<file path="config.mk">
export PLATFORM = sky130hd
export DESIGN_NAME = branch_perf_monitor
export DESIGN_NICKNAME = d
export VERILOG_FILES = /design/src/rtl/branch_perf_monitor.sv
export SDC_FILE = /design/constraint.sdc
export NUM_CORES = 1
export LEC_CHECK = 0
export BUFFER_PORTS_ARGS = -buffer_cell sky130_fd_sc_hd__buf_2
export CAP_MARGIN = 10
export CORE_ASPECT_RATIO = 1.4
export CORE_MARGIN = 2
export CORE_UTILIZATION = 60
export DETAILED_ROUTE_END_ITERATION = 10
export PLACE_DENSITY = 0.88
export SYNTH_ARGS = -nofsm -noshare
export SYNTH_HDL_FRONTEND = slang
export SYNTH_SLANG_ARGS = --single-unit
export TNS_END_PERCENT = 50
</file>
<file path="constraint.sdc">
create_clock -name clk -period 11.3 [get_ports clk]
set_input_delay 1.695 -clock clk [delete_from_list [all_inputs] [get_ports clk]]
set_output_delay 1.695 -clock clk [all_outputs]
set_load 0.01 [all_outputs]
</file>
<file path="src/rtl/branch_perf_monitor.sv">
`default_nettype none
// ============================================================================
// branch_perf_monitor: in-order DCACHE write checker against a golden table,
// with run/stall/per-type flush counters, finish and hardware timeout.
// Revision: 1.0
// ============================================================================
module branch_perf_monitor #(
  parameter int N_CHECK     = 16,
  parameter int IDXW        = 4,
  parameter int NUM_TYPES   = 2,
  parameter int TYPEW       = 1,
  parameter int CNTW        = 16,
  parameter int ERRW        = 8,
  parameter int TIMEOUT_CYC = 50000
) (
  input  logic                      clk,
  input  logic                      rst_n,
  input  logic                      cfg_we,
  input  logic [IDXW-1:0]           cfg_idx,
  input  logic [29:0]               cfg_addr,
  input  logic [31:0]               cfg_data,
  input  logic                      start,
  input  logic                      flush,
  input  logic                      stall,
  input  logic [TYPEW-1:0]          br_type,
  input  logic                      wen,
  input  logic [29:0]               addr,
  input  logic [31:0]               data,
  output logic [ERRW-1:0]           error_num,
  output logic [CNTW-1:0]           duration,
  output logic [NUM_TYPES*CNTW-1:0] flush_cnt,
  output logic [CNTW-1:0]           stall_cnt,
  output logic [1:0]                state,
  output logic                      finish,
  output logic                      timeout
);

  typedef enum logic [1:0] {
    S_IDLE    = 2'd0,
    S_RUN     = 2'd1,
    S_DONE    = 2'd2,
    S_TIMEOUT = 2'd3
  } state_t;

  localparam logic [IDXW:0]   LAST_IDX = (IDXW+1)'(N_CHECK - 1);
  localparam logic [CNTW-1:0] TO_LAST  = CNTW'(TIMEOUT_CYC - 1);

  state_t          cur_state;
  logic [IDXW:0]   ptr;
  logic [61:0]     golden [N_CHECK];
  logic [CNTW-1:0] flush_arr [NUM_TYPES];

  logic cfg_ok;
  logic cmp_fire;
  logic last_cmp;
  logic mismatch;

  assign cfg_ok   = (cur_state == S_IDLE) && cfg_we && (32'(cfg_idx) < 32'(N_CHECK));
  assign cmp_fire = (cur_state == S_RUN) && !stall && wen;
  assign last_cmp = cmp_fire && (ptr == LAST_IDX);
  assign mismatch = ({addr, data} != golden[ptr[IDXW-1:0]]);
  assign state    = cur_state;

  genvar gk;
  generate
    for (gk = 0; gk < NUM_TYPES; gk++) begin : g_flush_out
      assign flush_cnt[gk*CNTW +: CNTW] = flush_arr[gk];
    end
  endgenerate

  // Golden contents deliberately survive reset so a rerun needs no reload.
  always_ff @(posedge clk) begin
    if (cfg_ok) begin
      golden[cfg_idx] <= {cfg_addr, cfg_data};
    end
  end

  always_ff @(posedge clk or negedge rst_n) begin
    if (!rst_n) begin
      cur_state <= S_IDLE;
      ptr       <= '0;
      error_num <= '0;
      duration  <= '0;
      stall_cnt <= '0;
      finish    <= 1'b0;
      timeout   <= 1'b0;
      for (int k = 0; k < NUM_TYPES; k++) begin
        flush_arr[k] <= '0;
      end
    end else begin
      case (cur_state)
        S_IDLE: begin
          if (start && !cfg_we) begin
            cur_state <= S_RUN;
            ptr       <= '0;
            error_num <= '0;
            duration  <= '0;
            stall_cnt <= '0;
            for (int k = 0; k < NUM_TYPES; k++) begin
              flush_arr[k] <= '0;
            end
          end
        end
        S_RUN: begin
          if (!(&duration)) begin
            duration <= duration + CNTW'(1);
          end
          // A stalled write is not committed, so it is neither compared nor counted.
          if (stall) begin
            if (!(&stall_cnt)) begin
              stall_cnt <= stall_cnt + CNTW'(1);
            end
          end else begin
            if (flush) begin
              for (int k = 0; k < NUM_TYPES; k++) begin
                if ((br_type == TYPEW'(k)) && !(&flush_arr[k])) begin
                  flush_arr[k] <= flush_arr[k] + CNTW'(1);
                end
              end
            end
            if (wen) begin
              if (mismatch && !(&error_num)) begin
                error_num <= error_num + ERRW'(1);
              end
              ptr <= ptr + (IDXW+1)'(1);
            end
          end
          if (last_cmp) begin
            cur_state <= S_DONE;
            finish    <= 1'b1;
          end else if (duration == TO_LAST) begin
            cur_state <= S_TIMEOUT;
            finish    <= 1'b1;
            timeout   <= 1'b1;
          end
        end
        default: ;
      endcase
    end
  end

endmodule
`default_nettype wire

</file>
==> impl_results.md <==
* Status: finished clean
* Ys async rst share at 7.55%
* Final worst slack at 5020 ps
* Critical path class: flip-flop to flip-flop
* CP Cell Sequence: buf_4 > buf_4 > mux4_2 > xnor2_1 > nand4_1 > a2111oi_0 > nand4_1 > a2111oi_2 > nand4_1 > o21ai_2 > nor4_1 > or3b_1
* CTS buffer count at 96
* Clk sinks at 1073
* Core Region at 71400 um2
* Pwr dens at 167 nW/um2
* Drt wl/cell at 33.9 um
* Syn nets at 2435
* DR vias at 25.1k
* Number of synthesized register bits at 1073
* Vias in the first global route at 25.2k
* Vias per cell at 7.01
* Sequential element share of the synthesized area at 73.6%
* Combinational Power Share at 3.4%
* Syn Inst Count at 2292
* Yosys top cell by area: edfxtp_1
* TritonRoute pass-1 iters at 6
* Overall Global Routing Usage at 31.6%
* Clock power frac at 43.3%
* Ys flop type: edfxtp_1
* Post-CTS Setup Inserts at 0
* Worst relative slew slack at 17.6%
* Post-route ant nets at 0
* Setup TNS at 0 ps
* Crit-path slowest cell: dfrtp_4
* Slew Viols, Final at 0
* CP top delay family: buffers and inverters
* CP required at 11860 ps
* Hold WS at 489 ps
* Clk Tree Root Cell: clkbuf_16
* Share of cells above drive strength 1 at 23.2%
* Post-Synthesis Cell Area at 43300 um2
* Sw Pwr at 1.68 mW
* Leak pwr at 15.8 nW
* Post-synth top area share at 68.9%
* Hold WC Path Type: flip-flop to flip-flop
* Sw frac at 20.7%
* CP Capture Type: flip-flop
* Die Wd at 231 um
* Area grow syn2layout at 12.6%
* Cell-internal power at 6.47 mW
* Post-DP HPWL at 62200 um
* Resized Gates After CTS at 0
* Cell with the most instances on the worst path: nand4_1
* Sequential share of power at 53.3%
* Placer congestion estimate at 0.867
* Final setup vio count at 0
* DRT iter0 DRCs at 4085
* Initial antenna violation count at 20
* Final Net Count at 2682
* DIE AREA at 74300 um2
* Finished Cell Area at 48700 um2
* Ys Warns at 0
* Die height at 322 um
* Peak supply drop at 0.108 mV
* DRC errors left at 0
* Max incr delay on CP at 1040 ps
* Cell Rows at 116
* DP Area at 45300 um2
* Final wirelength at 121000 um
* H-Tree Level Count at 3
* IO buf count at 211
* Worst slew pin tran at 1240 ps
* Synth area leaders: edfxtp_1 69%, mux4_2 9.5%, dfrtp_1 4.7%, mux2i_1 3.7%, xor2_1 2.0%
* CP max FO at 54
* First-pass GRT wire length at 168000 um
* Syn Area/Cell at 18.9 um2
* Arr. time, crit path at 6840 ps
* Starting Density at 60.6%
* Hold Fails Final Rpt at 0
* Post-synth EDFFs at 992
* Top-level I/O count at 212
* RSZ-0062 raised after global routing: no
* Fmax at 0.159 GHz
* GRT overflow at 0
* Post-layout min period at 6280 ps
* Setup crit start kind: flip-flop
* Max clock buf depth at 3
* Netlist cell types at 71
* Skew-Pair Late Insertion Delay at 680 ps
* Period utilization at 55.6%
* Post-CTS Hold Buffers at 0
* Crit path buf inv count at 2
* Place WS at 5270 ps
* Fin Clk Skew at 22.1 ps
* Pin count of the biggest net entering global routing at 100
* Reg clk slew, reported paths at 70 ps
* Number of max-cap violations at 0
* CTS tree: done
-- path summary, 6_finish.rpt --
path | depth (start not counted) | to | from | slack, ps
worst max-delay path | 12 | error_num[4] | ptr[0] | 5020
worst min-delay path | 1 | finish | finish | 490
worst max register to register | 12 | error_num[4] | ptr[0] | 5020
worst min register to register | 1 | finish | finish | 490
max in group asynchronous | 1 | ptr[0] | rst_n | 9330
min in group asynchronous | 1 | flush_cnt[6] | rst_n | 1190
-- kinds of logic after synthesis --
family                   synth area share, %
buffers and inverters                   1.50
multiplexers                            13.3
XOR/XNOR                                3.95
adder cells (fa/ha/maj)                0.202
AO/OA/AOI/OAI                           3.25
flip-flops                              73.6
AND/OR/NAND/NOR                         4.22
-- power groups by stage --
stage	Combinational, mW	Clock, mW	Sequential (mW)
3_5_place_dp	0.255	0	4.43
2_1_floorplan	0.116	0	4.43
3_3_place_gp	0.242	0	4.43
4_1_cts	0.264	3.51	4.34
5_1_grt	0.285	3.68	4.34
6_report	0.275	3.53	4.34
-- per-layer routing --
metal / global-route usage, % / part of all wire (%) / vias to the layer above
met4: 19.5 / 7.5 / 12
met5: 0 / 0.056 / -
met3: 6.86 / 13 / 497
met1: 38.8 / 31 / 12400
met2: 51.7 / 49 / 2472
li1: - / - / 9730
-- cell usage after synthesis (8+ instances only) --
library cell  instances
inv_1                14
edfxtp_1            992
nor2b_1              19
dfrtp_1              81
buf_2                20
clkbuf_1             34
nand2b_1              9
and3_1               13
nand3_1              39
buf_4                18
o21ai_0              40
nor4_1               21
nor2_1              103
nand4_1              29
mux2i_1             160
buf_6                 9
mux4_2              183
buf_1                13
a21oi_1               8
a22oi_1              48
xor2_1              100
a31oi_1               9
nand2_1              58
a211oi_1             13
xnor2_1              95
nor3_1               32
-- cell usage in the layout (no fill, tap or decap), drive strengths merged, types with 48 or more instances in the layout --
| cell type | count |
|---|---|
| clkbuf | 117 |
| mux2i | 160 |
| nor2 | 104 |
| xnor2 | 95 |
| dfrtp | 81 |
| xor2 | 100 |
| mux4 | 183 |
| nand2 | 58 |
| a22oi | 48 |
| o21ai | 48 |
| edfxtp | 992 |
| buf | 248 |
-- through the flow --
step	instances	power, mW	utilization, %
after floorplan	2292	4.55	-
after global placement	3385	4.67	63.5
after detailed placement	3385	4.68	63.5
after CTS	3563	8.11	68.1
after global routing	3574	8.31	68.2
final	3576	8.15	68.2
-- flip-flops by register name (all words and copies together) (netlist names) --
name / count
golden: 992
state: 2
ptr: 5
error_num: 8
stall_cnt: 16
finish: 1
flush_cnt: 32
timeout: 1
duration: 16
-- area by class of cell --
type | instances | area, um2
tap | 944 | 1180
timing repair buffer | 248 | 1350
clock buffer | 117 | 2540
fill | 4093 | 22700
clock inverter | 61 | 790
inverter | 14 | 53.8
antenna | 13 | 32.5
multi-input combinational | 1106 | 10900
sequential | 1073 | 31800
Power figures use the tool's default switching activity.
